[src/rtl/tty_pkg.sv]
// Shared TX frame constants and FSM state encoding for the TTY UART.
package tty_pkg;

    typedef enum logic [1:0] {
        ST_IDLE  = 2'd0,
        ST_START = 2'd1,
        ST_DATA  = 2'd2,
        ST_STOP  = 2'd3
    } tx_state_t;

    localparam int DATA_BITS  = 8;
    localparam int ASCII_BITS = 7;

endpackage

[src/rtl/sync_fifo.sv]
// Single-clock FIFO; occupancy comes from pointers carrying one extra wrap bit.
module sync_fifo #(
    parameter int WIDTH = 8,
    parameter int DEPTH = 8
) (
    input  logic                   clk,
    input  logic                   rst,
    input  logic                   push,
    input  logic                   pop,
    input  logic [WIDTH-1:0]       din,
    output logic [WIDTH-1:0]       dout,
    output logic                   full,
    output logic                   empty,
    output logic [$clog2(DEPTH):0] level
);

    localparam int AW = $clog2(DEPTH);

    logic [WIDTH-1:0] mem [DEPTH];
    logic [AW:0]      wr_ptr;
    logic [AW:0]      rd_ptr;
    logic             do_push;
    logic             do_pop;

    // A push while full is dropped even if a pop frees a slot on the same edge.
    assign do_push = push && !full;
    assign do_pop  = pop && !empty;

    assign level = wr_ptr - rd_ptr;
    assign full  = (level == (AW + 1)'(DEPTH));
    assign empty = (wr_ptr == rd_ptr);
    assign dout  = mem[rd_ptr[AW-1:0]];

    always_ff @(posedge clk) begin
        if (rst) begin
            wr_ptr <= '0;
            rd_ptr <= '0;
        end else begin
            if (do_push) wr_ptr <= wr_ptr + (AW + 1)'(1);
            if (do_pop)  rd_ptr <= rd_ptr + (AW + 1)'(1);
        end
    end

    always_ff @(posedge clk) begin
        if (!rst && do_push) mem[wr_ptr[AW-1:0]] <= din;
    end

endmodule

[src/rtl/d_tty_uart.sv]
// TTY character port: buffers 7-bit ASCII writes and serialises them as 8N1 frames.
//   state    | meaning
//   ST_IDLE  | line high, waiting for a queued character
//   ST_START | start bit (low) for CLK_DIV cycles
//   ST_DATA  | 8 data bits LSB first, bit 7 forced 0
//   ST_STOP  | stop bit (high); chains straight into the next frame if queued
module d_tty_uart
    import tty_pkg::*;
#(
    parameter int CLK_DIV = 16,
    parameter int DEPTH   = 8
) (
    input  logic                   clk_i,
    input  logic                   rst_i,
    input  logic                   we_i,
    input  logic [ASCII_BITS-1:0]  din_i,
    output logic                   txd_o,
    output logic                   full_o,
    output logic                   busy_o,
    output logic                   ovf_o,
    output logic [$clog2(DEPTH):0] level_o
);

    localparam int BW  = (CLK_DIV > 1) ? $clog2(CLK_DIV) : 1;
    localparam int CW  = $clog2(DATA_BITS);
    localparam logic [BW-1:0] BAUD_LOAD = BW'(CLK_DIV - 1);
    localparam logic [CW-1:0] BIT_LOAD  = CW'(DATA_BITS - 1);

    tx_state_t             state;
    tx_state_t             state_next;
    logic [BW-1:0]         baud_cnt;
    logic [CW-1:0]         bit_cnt;
    logic [DATA_BITS-1:0]  shreg;
    logic [ASCII_BITS-1:0] head;
    logic                  pop;
    logic                  empty;
    logic                  baud_tc;
    logic                  bit_tc;
    logic                  txd_next;
    logic                  txd_q;
    logic                  ovf_q;

    sync_fifo #(
        .WIDTH (ASCII_BITS),
        .DEPTH (DEPTH)
    ) u_fifo (
        .clk   (clk_i),
        .rst   (rst_i),
        .push  (we_i),
        .pop   (pop),
        .din   (din_i),
        .dout  (head),
        .full  (full_o),
        .empty (empty),
        .level (level_o)
    );

    assign baud_tc = (baud_cnt == '0);
    assign bit_tc  = (bit_cnt == '0);
    assign busy_o  = (state != ST_IDLE) || !empty;
    assign txd_o   = txd_q;
    assign ovf_o   = ovf_q;

    always_comb begin
        state_next = state;
        pop        = 1'b0;
        txd_next   = 1'b1;
        case (state)
            ST_IDLE: begin
                if (!empty) begin
                    pop        = 1'b1;
                    state_next = ST_START;
                end
            end
            ST_START: begin
                txd_next = 1'b0;
                if (baud_tc) state_next = ST_DATA;
            end
            ST_DATA: begin
                txd_next = shreg[0];
                if (baud_tc && bit_tc) state_next = ST_STOP;
            end
            ST_STOP: begin
                if (baud_tc) begin
                    if (!empty) begin
                        pop        = 1'b1;
                        state_next = ST_START;
                    end else begin
                        state_next = ST_IDLE;
                    end
                end
            end
            default: state_next = ST_IDLE;
        endcase
    end

    // The line is driven from its own flop, one cycle behind the FSM state.
    always_ff @(posedge clk_i) begin
        if (rst_i) begin
            state    <= ST_IDLE;
            baud_cnt <= '0;
            bit_cnt  <= '0;
            shreg    <= '0;
            txd_q    <= 1'b1;
            ovf_q    <= 1'b0;
        end else begin
            state <= state_next;
            txd_q <= txd_next;
            if (we_i && full_o) ovf_q <= 1'b1;
            if (pop) begin
                shreg    <= {{(DATA_BITS - ASCII_BITS){1'b0}}, head};
                baud_cnt <= BAUD_LOAD;
                bit_cnt  <= BIT_LOAD;
            end else if (state != ST_IDLE) begin
                baud_cnt <= baud_tc ? BAUD_LOAD : baud_cnt - BW'(1);
                if (state == ST_DATA && baud_tc) begin
                    shreg   <= shreg >> 1;
                    bit_cnt <= bit_tc ? BIT_LOAD : bit_cnt - CW'(1);
                end
            end
        end
    end

endmodule

[config.mk]
export PLATFORM = sky130hd
export DESIGN_NAME = d_tty_uart
export DESIGN_NICKNAME = d
export VERILOG_FILES = /design/src/rtl/tty_pkg.sv /design/src/rtl/sync_fifo.sv /design/src/rtl/d_tty_uart.sv
export SDC_FILE = /design/constraint.sdc
export NUM_CORES = 1
export LEC_CHECK = 0
export ABC_AREA = 1
export CAP_MARGIN = 30
export CORE_MARGIN = 3
export CORE_UTILIZATION = 45
export CTS_CLUSTER_DIAMETER = 50
export DETAILED_ROUTE_END_ITERATION = 12
export SLEW_MARGIN = 10
export SYNTH_ARGS = -nofsm -noshare
export SYNTH_HDL_FRONTEND = slang
export SYNTH_HIERARCHICAL = 1
export SYNTH_SLANG_ARGS = --single-unit
[constraint.sdc]
create_clock -name clk_i -period 2.8 [get_ports clk_i]
set_clock_uncertainty 0.2 [all_clocks]
set_input_delay 0.28 -clock clk_i [delete_from_list [all_inputs] [get_ports clk_i]]
set_output_delay 0.28 -clock clk_i [all_outputs]
set_load 0.01 [all_outputs]
# Word-level counts from Yosys, hierarchy flattened
# Memory sizes are Yosys's and may differ from the RTL's. A register that Yosys moved wholly into a read port is not among the register bits.
# Cells that the tools add are included.
[totals] n_memories=1 word_cells=65 in_bits=10 reg_bits=26 output_inout_bits=8 ram_bits=56
[memory_table] memory="u_fifo.mem" depth=8 word_bits=7 read_ports=1 rd_clocked_by_memory_dff=1 write_ports=1 line_no="sync_fifo.sv:19" text="logic [WIDTH-1:0] mem [DEPTH];"
[classes] n_addsub=5 n_mux=24 n_eq_ne=9 n_reduce_logical=18
[op_table] cell="$mux W7" n=3
[op_table] cell="$mux W3" n=6
[op_table] cell="$mux W4" n=3
[op_table] cell="$add A4 B1 Y4 const B" n=2
[op_table] cell="$mux W2" n=4
[op_table] cell="$ne A2 B2 Y1 const B" n=4
[op_table] cell="$pmux W2 S4" n=1
[op_table] cell="$logic_and A1 B1 Y1" n=6
[op_table] cell="$reduce_bool A2 Y1" n=3
[op_table] cell="$mux W1" n=5
[op_table] cell="$eq A2 B2 Y1 const B" n=2
[op_table] cell="$eq A4 B4 Y1" n=1
[op_table] cell="$eq A4 B4 Y1 const B" n=1
[op_table] cell="$logic_not A4 Y1" n=1
[op_table] cell="$pmux W1 S2" n=2
[op_table] cell="$reduce_and A4 Y1" n=1
[op_table] cell="$sub A4 B1 Y4 const B" n=1
[op_table] cell="$sub A4 B4 Y4" n=1
[op_table] cell="$logic_not A1 Y1" n=3
[op_table] cell="$logic_not A3 Y1" n=1
[op_table] cell="$sub A3 B1 Y3 const B" n=1
[op_table] cell="$eq A2 B1 Y1 const B" n=1
[op_table] cell="$logic_not A2 Y1" n=1
[op_table] cell="$reduce_and A2 Y1" n=1
[op_table] cell="$logic_or A1 B1 Y1" n=1

# Logic depth before layout (Yosys ltp)
[logic_depth] ltp_word=7 depth_mapped=15 mapped_depth_nobuf=14

# Hierarchy
# Netlist, hierarchy kept.
[by_module_without_submodules] module="sync_fifo" seq_area_each_um2=1901.8 area_each_um2=2846.5 n_inst=1 cells_each=268
[by_module_without_submodules] module="d_tty_uart" seq_area_each_um2=360.3 area_each_um2=1033.5 n_inst=1 cells_each=139

# Worst setup path after synthesis
# Ideal clock, no wire load.
[synth_timing] kind="register -> register" from="register u_fifo.wr_ptr[0]" to="memory u_fifo/mem[3][0] (netlist bit), enable pin" period_less_slack_ns=2.690 required_ns=2.220 path_buffers=0 arrival_ns=2.110 setup_time_ns=0.380 path_stages_with_launch=12 setup_slack_ns=0.110 cell_sequence="dfxtp_1 > inv_1 > ha_1 > inv_1 > fa_1 > nand2_1 > inv_1 > nor2_1 > nor2_2 > nand3_4 > nand2_2 > nor3_1"
[synth_between] elab_chain_cells=7
[synth_rtl] item="from (decl)" line_no="sync_fifo.sv:20" text="logic [AW:0] wr_ptr;"
[synth_rtl] item="from (signal assigned)" line_no="sync_fifo.sv:39" text="if (do_push) wr_ptr <= wr_ptr + (AW + 1)'(1);"
[synth_rtl] item="$sub A4 B4 Y4" line_no="sync_fifo.sv:29" text="assign level = wr_ptr - rd_ptr;"
[synth_rtl] item="net level_o[2]" line_no="d_tty_uart.sv:21" text="output logic [$clog2(DEPTH):0] level_o"
[synth_rtl] item="$eq A4 B4 Y1" line_no="sync_fifo.sv:30" text="assign full = (level == (AW + 1)'(DEPTH));"
[synth_rtl] item="$logic_not A1 Y1" line_no="sync_fifo.sv:26" text="assign do_push = push && !full;"
[synth_rtl] item="$logic_and A1 B1 Y1" line_no="sync_fifo.sv:26"
[synth_rtl] item="$logic_and A1 B1 Y1" line_no="sync_fifo.sv:45" text="if (!rst && do_push) mem[wr_ptr[AW-1:0]] <= din;"
[synth_rtl] item="$mux W1" line_no="sync_fifo.sv:45"
[synth_rtl] item="$mux W1 (not written as such)" line_no="sync_fifo.sv:45"
[synth_rtl] item="to (decl)" line_no="sync_fifo.sv:19"
# The timed path passes the listed nets, and every way through them passes these cells.

# Worst setup path after layout
[layout_timing] from="register u_fifo.wr_ptr[0]" to="memory u_fifo/mem[0][5] (netlist bit), enable pin"
[layout_between] elab_chain_cells=7
[layout_rtl] item="$sub A4 B4 Y4" line_no="sync_fifo.sv:29"
[layout_rtl] item="$eq A4 B4 Y1" line_no="sync_fifo.sv:30"
[layout_rtl] item="$logic_not A1 Y1" line_no="sync_fifo.sv:26"
[layout_rtl] item="$logic_and A1 B1 Y1" line_no="sync_fifo.sv:26"
[layout_rtl] item="$logic_and A1 B1 Y1" line_no="sync_fifo.sv:45"
[layout_rtl] item="$mux W1" line_no="sync_fifo.sv:45"
[layout_rtl] item="$mux W1 (not written as such)" line_no="sync_fifo.sv:45"
# Parallel ways exist; a longest one is shown, timed or not.

==> qor.yml <==
status: "complete, no violations"
synth_compound_area_frac: 0.115
antenna_found_initial: 0
grt_max_degree: 29
crit_required_ns: 2.58
critical_path.max_stage_delay_ns: 0.53
syn_area_mm2: 0.00388
seqPwrFrac: 0.373
cp_common_cell: "inv_1"
synth_simple_gate_area_frac: 0.193
num-fill-cells: 745
drive_above_1_share: 0.114
hpwl_um: 5710
cts_sinks: 85
synth_largest_area_cell: "edfxtp_1"
clock_power_share: 0.204
synth-seq-cells: 85
port_buffers: 17
clk_latency_ns: 0.35
grt_first_pass_wirelength_um: 13400
final_max_slew_viol_count: 0
synth_top_family_by_area: "simple AND/OR/NAND/NOR gates"
crit_chain: "inv_1 > ha_1 > inv_1 > fa_1 > nand2_1 > inv_1 > nor2_1 > nor2_2 > nand3_4 > nand4_2 > nor2_1"
fin_util: 0.530
ys.flop_type: "edfxtp_1"
synth_edf_count: 56
synth_xor_area_frac: 0.00451
grt_pass1_vias: 2859
vdd_drop_max_uv: 461
endpoint_kind: "register"
critPathKind: "register to register"
max_slew_margin: 0.587
power_leakage_nw: 1.68
cts_hold_buf: 0
async_flop_share: 0
clock.fmax_ghz: 0.373
syn_avg_cell_area_um2: 9.53
die-width_um: 98.9
cts_made_buffers: 9
synthDominantCellAreaShare: 0.433
min-delay-start: "ovf_o"
tritoncts: "done"
final_cells: 542
rows: 33
yosysUniqueCellTypes: 33
synth.area.mux_share: 0
r2r-start: "u_fifo/wr_ptr[0]"
drc_errors: 0
grt-ovfl-total: 0
synthAdderAreaFrac: 0.0471
pin_count: 18
synthCells: 407
dr.pass1.iters: 4
htreeDepth: 3
die_h_um: 98.9
setup_viol: 0
hold_ws_ns: 0.279
cp-start-kind: "register"
hp-class: "register to register"
final_area_mm2: 0.00440
cts_root_buffer: "clkbuf_8"
comb_power_share: 0.423
cp_max_fo: 7
layout.nets: 456
tightest_slew_ns: 0.616
place_area_mm2: 0.00418
startpoint: "u_fifo/wr_ptr[0]"
synth_fp_nets: 431
synth_warnings: 6
first_iter_violations: 174
area_growth_pct: 13.4
start_util: 0.468
min_period_ns: 2.68
postRouteAntennaNets: 0
swShare: 0.391
fin_tns_setup_ns: 0
die-area_mm2: 0.00977
switchingPower_w: 0.00171
cts.path.max_buffers: 2
p_int_w: 0.00266
core_area_mm2: 0.00830
grtUsageTotal: 0.177
dp.cells: 526
routed_wl_um: 8110
antenna_cells: 0
period_share: 0.958
cellPowerDensity_mw_per_mm2: 991
wire_per_inst_um: 15.0
synthTopCellsByArea: "edfxtp_1 (43%), dfxtp_1 (15%), nand2_1 (7.1%), nor2_1 (5.5%), o21ai_0 (4.8%)"
reg2reg_slack_ns: 0.12
cpMaxStageDelayCell: "nor2_1"
path_clk_slew_ns: 0.08
gp_congestion: 0.805
vias: 2794
rsz0062_at_grt: "true"
seq_area_frac_synth: 0.583
finalHoldViolCount: 0
max-cap-violations: 0
viasPerCell: 5.15
crit_arrival_ns: 2.46
## logic make-up (layout without fill, tap and decap cells)
group                      count (synthesis)  in the layout
DFF                                       85             85
buffers and inverters                     53             83
adders and majority gates                 14             14
and+or+nand+nor                          172            172
AOI/OAI and AO/OA                         81             81
xor gates and xnor gates                   2              2
## critical path, delay by kind of cell, from the launching register on
family                     cells  cell delay (ns)
adders and majority gates      2             0.52
buffers and inverters          3             0.17
DFF                            1             0.31
and+or+nand+nor                6             1.12
## area by class of cell
cell class / count / area (µm²) / area share
clock inverter: 7 / 80.1 / 0.0182
sequential: 85 / 2260 / 0.514
clock buffer: 9 / 124 / 0.0281
multi-input combinational: 269 / 1420 / 0.321
inverter: 41 / 154 / 0.0350
timing repair buffer: 26 / 233 / 0.0529
tap: 105 / 131 / 0.0298
## placed cells by master (no fill, tap or decap), drive strengths merged, types with 13 or more instances in the layout
| master | count |
|---|---|
| nand2 | 78 |
| nor2 | 59 |
| edfxtp | 56 |
| inv | 43 |
| o21ai | 39 |
| dfxtp | 29 |
| a21oi | 29 |
| nand3 | 26 |
| clkdlybuf4s50 | 16 |
| ha | 13 |
## power groups by stage
stage | clock network, W | logic [W] | registers, W
2_1_floorplan | 0 | 0.00134 | 0.00164
3_3_place_gp | 0 | 0.00182 | 0.00165
3_5_place_dp | 0 | 0.00185 | 0.00165
4_1_cts | 0.000910 | 0.00186 | 0.00163
5_1_grt | 0.000968 | 0.00209 | 0.00165
6_report | 0.000889 | 0.00184 | 0.00163
## routing by layer
metal  vias up  part of all wire  global-route usage
li1       1423                 -                   -
met1      1316              0.45               0.228
met2        43              0.50               0.301
met3        12             0.033              0.0375
met4         0             0.014              0.0494
met5         -                 0                   0
## flip-flops by register name, summed over array words and instances (netlist names), named ones only
signal	count
txd_o	1
baud_cnt	4
u_fifo/rd_ptr	4
state	2
bit_cnt	3
shreg	7
u_fifo/wr_ptr	4
ovf_o	1
u_fifo/mem	56
## cell usage after synthesis, types with 3 or more instances
master    instances
ha_1             13
buf_2             5
nor2_1           57
dfxtp_1          29
a21oi_2           3
inv_1            39
a21oi_1          26
nor3_1            3
o21ai_0          37
nand2_1          73
nand2_2           3
clkbuf_1          5
a31oi_1          10
edfxtp_1         56
nand3_1          24
## what timing repair did
action / in CTS / in global routing
setup buffers: 0 / 0
gates resized for setup: 6 / 3
gates cloned: 0 / 0
pin swaps: 1 / 0
setup endpoints to repair: 22 / 37
## path summary, 6_finish.rpt
check,end,cells after the start
setup / recovery,u_fifo/mem[0][5],11
hold / removal,ovf_o,2
setup reg to reg,u_fifo/mem[0][5],11
hold reg to reg,ovf_o,2
## stage by stage
| stage | total power, W | setup WS [ns] |
|---|---|---|
| 3_5_place_dp | 0.00351 | -0.168 |
| 3_3_place_gp | 0.00347 | -0.0442 |
| 4_1_cts | 0.00440 | 0.0125 |
| 2_1_floorplan | 0.00298 | 0.110 |
| 5_1_grt | 0.00471 | -0.0634 |
| 6_report | 0.00436 | 0.119 |
Note: power is estimated with default switching activity, not from simulation.
